[src/rtl/pic_host_ctrl_pkg.sv]
// Shared types and constants for the 8259A host-side controller.
package pic_host_pkg;

  typedef enum logic [3:0] {
    ST_IDLE,
    ST_WSETUP,
    ST_WPULSE,
    ST_WHOLD,
    ST_READY,
    ST_ACK1,
    ST_AGAP,
    ST_ACK2,
    ST_VEC,
    ST_RECOVER
  } state_t;

  localparam logic A0_ICW1  = 1'b0;
  localparam logic A0_OTHER = 1'b1;

  localparam int IC4  = 0;
  localparam int SNGL = 1;

  localparam logic [2:0] STEP_ICW1 = 3'd0;
  localparam logic [2:0] STEP_ICW2 = 3'd1;
  localparam logic [2:0] STEP_ICW3 = 3'd2;
  localparam logic [2:0] STEP_ICW4 = 3'd3;
  localparam logic [2:0] STEP_OCW1 = 3'd4;

endpackage

[src/rtl/pic_host_ctrl_bus_timer.sv]
// Loadable 8-bit down-counter; times every bus phase of the host controller.
module pic_bus_timer (
  input  logic       clk,
  input  logic       rst_n,
  input  logic       load,
  input  logic [7:0] load_val,
  output logic [7:0] count,
  output logic       zero
);

  always_ff @(posedge clk or negedge rst_n) begin
    if (!rst_n) begin
      count <= 8'd0;
    end else if (load) begin
      count <= load_val;
    end else if (count != 8'd0) begin
      count <= count - 8'd1;
    end
  end

  assign zero = (count == 8'd0);

endmodule

[src/rtl/pic_host_ctrl.sv]
// Host-side bus master for an 8259A: ICW init, single OCW writes, INTA cycles.
module pic_host_ctrl
  import pic_host_pkg::*;
#(
  parameter logic [7:0] ICW1      = 8'h13,
  parameter logic [7:0] ICW2      = 8'hA8,
  parameter logic [7:0] ICW3      = 8'h00,
  parameter logic [7:0] ICW4      = 8'h01,
  parameter logic [7:0] OCW1      = 8'h00,
  parameter int         SETUP_CYC = 2,
  parameter int         PULSE_CYC = 3,
  parameter int         HOLD_CYC  = 2
) (
  input  logic       clk,
  input  logic       rst_n,
  input  logic       start,
  output logic       init_done,
  output logic       busy,
  input  logic       ocw_req,
  input  logic       ocw_a0,
  input  logic [7:0] ocw_data,
  output logic       ocw_ack,
  output logic       cs_n,
  output logic       wr_n,
  output logic       rd_n,
  output logic       a0,
  output logic [7:0] d_out,
  output logic       d_oe,
  input  logic [7:0] d_in,
  input  logic       intr,
  output logic       inta_n,
  output logic       vec_valid,
  output logic [7:0] vec_data
);

  localparam logic [7:0] LD_SETUP = 8'(SETUP_CYC - 1);
  localparam logic [7:0] LD_PULSE = 8'(PULSE_CYC - 1);
  localparam logic [7:0] LD_HOLD  = 8'(HOLD_CYC - 1);

  state_t     state;
  logic [2:0] step;
  logic       is_ocw;
  logic [1:0] intr_sync;
  logic       irq;
  logic       tmr_load;
  logic [7:0] tmr_val;
  logic [7:0] tmr_count;
  logic       tmr_zero;
  logic       ack_next;

  // Skip ICW3 in single mode and ICW4 when IC4 is clear.
  function automatic logic [2:0] next_step(input logic [2:0] s);
    logic [2:0] n;
    n = s + 3'd1;
    if (n == STEP_ICW3 && ICW1[SNGL]) n = STEP_ICW4;
    if (n == STEP_ICW4 && !ICW1[IC4]) n = STEP_OCW1;
    return n;
  endfunction

  function automatic logic [7:0] word_at(input logic [2:0] s);
    case (s)
      STEP_ICW1: return ICW1;
      STEP_ICW2: return ICW2;
      STEP_ICW3: return ICW3;
      STEP_ICW4: return ICW4;
      default:   return OCW1;
    endcase
  endfunction

  always_ff @(posedge clk or negedge rst_n) begin
    if (!rst_n) intr_sync <= 2'b00;
    else        intr_sync <= {intr_sync[0], intr};
  end

  assign irq  = intr_sync[1];
  assign rd_n = 1'b1;

  pic_bus_timer u_timer (
    .clk      (clk),
    .rst_n    (rst_n),
    .load     (tmr_load),
    .load_val (tmr_val),
    .count    (tmr_count),
    .zero     (tmr_zero)
  );

  // The timer is reloaded on the same edge that enters each timed state.
  always_comb begin
    tmr_load = 1'b0;
    tmr_val  = 8'd0;
    case (state)
      ST_IDLE:    if (start)    begin tmr_load = 1'b1; tmr_val = LD_SETUP; end
      ST_WSETUP:  if (tmr_zero) begin tmr_load = 1'b1; tmr_val = LD_PULSE; end
      ST_WPULSE:  if (tmr_zero) begin tmr_load = 1'b1; tmr_val = LD_HOLD;  end
      ST_WHOLD:   if (tmr_zero) begin tmr_load = 1'b1; tmr_val = LD_SETUP; end
      ST_READY: begin
        if (irq)          begin tmr_load = 1'b1; tmr_val = LD_PULSE; end
        else if (ocw_req) begin tmr_load = 1'b1; tmr_val = LD_SETUP; end
      end
      ST_ACK1:    if (tmr_zero) begin tmr_load = 1'b1; tmr_val = LD_HOLD;  end
      ST_AGAP:    if (tmr_zero) begin tmr_load = 1'b1; tmr_val = LD_PULSE; end
      ST_VEC:     begin tmr_load = 1'b1; tmr_val = LD_HOLD; end
      default:    ;
    endcase
  end

  // ocw_ack is registered, so it is raised one edge before the last hold cycle.
  assign ack_next = is_ocw &&
                    ((HOLD_CYC == 1) ? (state == ST_WPULSE && tmr_zero)
                                     : (state == ST_WHOLD && tmr_count == 8'd1));

  always_ff @(posedge clk or negedge rst_n) begin
    if (!rst_n) begin
      state     <= ST_IDLE;
      step      <= STEP_ICW1;
      is_ocw    <= 1'b0;
      init_done <= 1'b0;
      busy      <= 1'b0;
      ocw_ack   <= 1'b0;
      cs_n      <= 1'b1;
      wr_n      <= 1'b1;
      a0        <= 1'b0;
      d_out     <= 8'h00;
      d_oe      <= 1'b0;
      inta_n    <= 1'b1;
      vec_valid <= 1'b0;
      vec_data  <= 8'h00;
    end else begin
      ocw_ack   <= ack_next;
      vec_valid <= 1'b0;
      case (state)
        ST_IDLE: begin
          if (start) begin
            state  <= ST_WSETUP;
            busy   <= 1'b1;
            step   <= STEP_ICW1;
            is_ocw <= 1'b0;
            cs_n   <= 1'b0;
            d_oe   <= 1'b1;
            a0     <= A0_ICW1;
            d_out  <= ICW1;
          end
        end
        ST_WSETUP: begin
          if (tmr_zero) begin
            state <= ST_WPULSE;
            wr_n  <= 1'b0;
          end
        end
        ST_WPULSE: begin
          if (tmr_zero) begin
            state <= ST_WHOLD;
            wr_n  <= 1'b1;
          end
        end
        ST_WHOLD: begin
          if (tmr_zero) begin
            if (!is_ocw && step != STEP_OCW1) begin
              // Init words run back to back with CS held low.
              state <= ST_WSETUP;
              step  <= next_step(step);
              a0    <= A0_OTHER;
              d_out <= word_at(next_step(step));
            end else begin
              state     <= ST_READY;
              busy      <= 1'b0;
              cs_n      <= 1'b1;
              d_oe      <= 1'b0;
              is_ocw    <= 1'b0;
              init_done <= 1'b1;
            end
          end
        end
        ST_READY: begin
          if (irq) begin
            state  <= ST_ACK1;
            busy   <= 1'b1;
            inta_n <= 1'b0;
          end else if (ocw_req) begin
            state  <= ST_WSETUP;
            busy   <= 1'b1;
            is_ocw <= 1'b1;
            cs_n   <= 1'b0;
            d_oe   <= 1'b1;
            a0     <= ocw_a0;
            d_out  <= ocw_data;
          end
        end
        ST_ACK1: begin
          if (tmr_zero) begin
            state  <= ST_AGAP;
            inta_n <= 1'b1;
          end
        end
        ST_AGAP: begin
          if (tmr_zero) begin
            state  <= ST_ACK2;
            inta_n <= 1'b0;
          end
        end
        ST_ACK2: begin
          if (tmr_zero) begin
            state     <= ST_VEC;
            inta_n    <= 1'b1;
            vec_valid <= 1'b1;
            vec_data  <= d_in;
          end
        end
        ST_VEC: begin
          state <= ST_RECOVER;
        end
        ST_RECOVER: begin
          if (tmr_zero) begin
            state <= ST_READY;
            busy  <= 1'b0;
          end
        end
        default: state <= ST_IDLE;
      endcase
    end
  end

endmodule

[config.mk]
export PLATFORM = sky130hd
export DESIGN_NAME = pic_host_ctrl
export DESIGN_NICKNAME = d
export VERILOG_FILES = /design/src/rtl/pic_host_ctrl_pkg.sv /design/src/rtl/pic_host_ctrl_bus_timer.sv /design/src/rtl/pic_host_ctrl.sv
export SDC_FILE = /design/constraint.sdc
export NUM_CORES = 1
export LEC_CHECK = 0
export ABC_CLOCK_PERIOD_IN_PS = 6600
export CORE_MARGIN = 2
export CORE_UTILIZATION = 30
export DETAILED_ROUTE_END_ITERATION = 12
export GPL_TIMING_DRIVEN = 0
export PLACE_DENSITY_LB_ADDON = 0.3
export SETUP_SLACK_MARGIN = 0.2
export SKIP_CTS_REPAIR_TIMING = 1
export SLEW_MARGIN = 25
export SYNTH_ARGS = -nofsm -noshare
export SYNTH_HDL_FRONTEND = slang
export SYNTH_HIERARCHICAL = 1
export SYNTH_SLANG_ARGS = --single-unit
export TNS_END_PERCENT = 50
[constraint.sdc]
create_clock -name clk -period 6.6 [get_ports clk]
set_clock_uncertainty 0.1 [all_clocks]
set_input_delay 0.66 -clock clk [delete_from_list [all_inputs] [get_ports clk]]
set_output_delay 0.66 -clock clk [all_outputs]
set_load 0.05 [all_outputs]
==> reports/metrics.cfg <==
[floorplan]
dieArea_mm2 = 0.00873
die_height_um = 93.4
initial_utilization_pct = 31.0
dieWidth_um = 93.4
ios = 48
num_rows = 32
core_area_mm2 = 0.00773

[yosys]
ys_warn_count = 6
synth.top_cells.by_count = dfrtp_1, inv_1, a21oi_1, nand2_1, nor2_1
async_flop_share_pct = 100
synth_area_leader_cell = dfrtp_1
synth_cell_types = 65
synth_top_area_share_pct = 41.7
netlist_area_mm2 = 0.00240
ys_seq_area_share_pct = 45.0
yosysMostFrequentCell = dfrtp_1
synth_edf_count = 0
synth_seq_cells = 43
synth_area_leaders = dfrtp_1, mux2_2, mux2i_1, a21oi_1, dfstp_2
ys.flop_type = dfrtp_1
netlist_instances = 235
post_synth.cell_area_avg_um2 = 10.2

[clock_tree]
cts_buffers = 5
path_clk_slew_ns = 0.08
root_buffer = clkbuf_8
clock_path_buffers = 2
clock_latency_ns = 0.30
cts_htree_levels = 2
cts_tree = done
clock_sink_count = 43

[worst_setup_path]
r2r_setup_slack_ns = 2.70
setup.worst_path.end_class = register
arrival_ns = 4.02
startpoint_type = register
critPathBufInv = 5
required_ns = 6.72
crit_path_cell_trace = inv_1 > ha_1 > or3b_1 > clkbuf_2 > nor2_1 > clkbuf_1 > inv_1 > a21o_1 > o32a_1 > o211ai_1 > dlygate4sd1_1 > a21oi_1 > a2bb2oi_1
crit_family = buffers and inverters
path_class = reg -> reg
path_max_fanout = 10
slowest_delay_ns = 0.45
crit_top_cell = inv_1
slowest_stage = dlygate4sd1_1

[global_route]
grt_usage_pct = 12.9
grt_first_pass_wirelength_mm = 9.03
grt_pass1_vias = 1863
antenna_found_initial = 0
grt_max_degree = 29
gr-total-overflow = 0

[timing]
fin_setup_tns_ns = 0
setup_viol = 0
rsz0062_at_grt = no
slew_viol_final = 0
worst_pin_slew_ns = 0.623
finalCritPeriodShare_pct = 59.1
hold_violations = 0
max_freq_mhz = 257
post-route-min-period_ns = 3.90
slew_headroom_pct = 57.9

[drt]
wl_per_cell_um = 13.7
drt_iter0_drc = 149
drt-total-wl_mm = 5.46
postRouteAntennaNets = 0
drc = 0
via_per_inst = 4.97
vias = 1974
dr.pass1.iters = 4

[layout]
drive_gt1_share_pct = 13.6
regArea_mm2 = 0.00108
fin_nets = 321
syn2layout_area_growth_pct = 31.5
multi_input_area_mm2 = 0.00121
fin_area_mm2 = 0.00315
antennaDiodeCount = 0
fillers = 758

[placed_design]
port_buffers = 46
dp_hpwl_mm = 3.98
gp_congestion = 0.897
dpl-instance-area_mm2 = 0.00302

[power_and_ir_drop]
intPower_mw = 0.744
p_total_mw = 1.26
p_leak_nw = 1.37
vdd_drop_max_mv = 0.188
power_density_mw_per_mm2 = 400
power.share.combinational_pct = 48.9
p_switching_mw = 0.517
power.share.switching_pct = 41.0
p_clk_share_pct = 19.3
p_seq_share_pct = 31.8

[outcome]
status = completed

[worst_hold_path]
min_path_type = in -> async

[flow_run]
max_cap_violations = 0

power groups by stage:
stage	combinational [mW]	clock (mW)	sequential (mW)
after floorplan	0.399	0	0.462
after global placement	0.608	0	0.403
after detailed placement	0.617	0	0.404
after CTS	0.620	0.251	0.400
after global routing	0.679	0.262	0.413
final	0.617	0.243	0.401
layout by cell type (no fill, tap or decap), drive strengths merged, types with 4 or more instances in the layout:
| cell | synthesis | routed |
|---|---|---|
| clkdlybuf4s50 | 0 | 45 |
| dfrtp | 40 | 40 |
| inv | 18 | 18 |
| nand2 | 16 | 16 |
| a21oi | 16 | 16 |
| nor2 | 12 | 12 |
| mux2 | 12 | 12 |
| clkbuf | 4 | 10 |
| mux2i | 9 | 9 |
| o21ai | 9 | 9 |
| buf | 6 | 8 |
| conb | 2 | 7 |
| ha | 5 | 5 |
| nor3 | 5 | 5 |
| nand3 | 5 | 5 |
| o211ai | 4 | 4 |
| or3 | 4 | 4 |
| o31ai | 4 | 4 |
sequential cells by signal, summed over array words and instances (netlist names), 2 cells and up:
register	flops
step	3
vec_data	8
u_timer/count	8
d_out	8
intr_sync	2
state	4
metal layers:
| metal | vias to the layer above | share of wire [%] | GRT usage, % | wire (um) |
|---|---|---|---|---|
| met5 | - | 0 | 0 | 0 |
| met2 | 68 | 46 | 20.7 | 2530 |
| met3 | 8 | 6.0 | 2.90 | 325 |
| met1 | 932 | 47 | 17.5 | 2550 |
| li1 | 966 | - | - | - |
| met4 | 0 | 0.97 | 3.31 | 53 |
cell families after synthesis:
family / synth area share (%)
adder cells (fa/ha/maj): 2.61
AO/OA/AOI/OAI: 17.6
flip-flops: 45.0
AND/OR/NAND/NOR: 18.6
other: 0.313
XOR/XNOR: 1.10
buffers and inverters: 5.22
multiplexers: 9.55
cell type report:
cell class / instances / share of cell area [%]
Clock inverter: 2 / 1.90
Buffer: 11 / 1.83
Sequential cell: 43 / 34.2
Multi-Input combinational cell: 168 / 38.5
Tap cell: 102 / 4.05
Clock buffer: 6 / 2.30
Inverter: 18 / 2.14
Timing Repair Buffer: 47 / 15.1
final timing paths:
path	start	endpoint	cells past startpoint
min reg2reg	intr_sync[0]	intr_sync[1]	0
max	u_timer/count[0]	u_timer/count[4]	13
min in group clk	intr_sync[0]	intr_sync[1]	0
min	rst_n	d_out[1]	1
max in group asynchronous	rst_n	intr_sync[1]	2
max reg2reg	u_timer/count[0]	u_timer/count[4]	13
per-stage QoR:
| step | setup WS, ns | instances | utilization (%) | hold slack (ns) |
|---|---|---|---|---|
| 6_report | 2.70 | 397 | 40.8 | 0.175 |
| 4_1_cts | 2.69 | 397 | 40.8 | 0.183 |
| 2_1_floorplan | 3.47 | 240 | - | 0.231 |
| 3_5_place_dp | 2.72 | 389 | 39.1 | 0.235 |
| 5_1_grt | 2.31 | 397 | 40.8 | 0.196 |
| 3_3_place_gp | 2.76 | 388 | 38.9 | 0.235 |
Note: power is estimated with default switching activity, not from simulation.
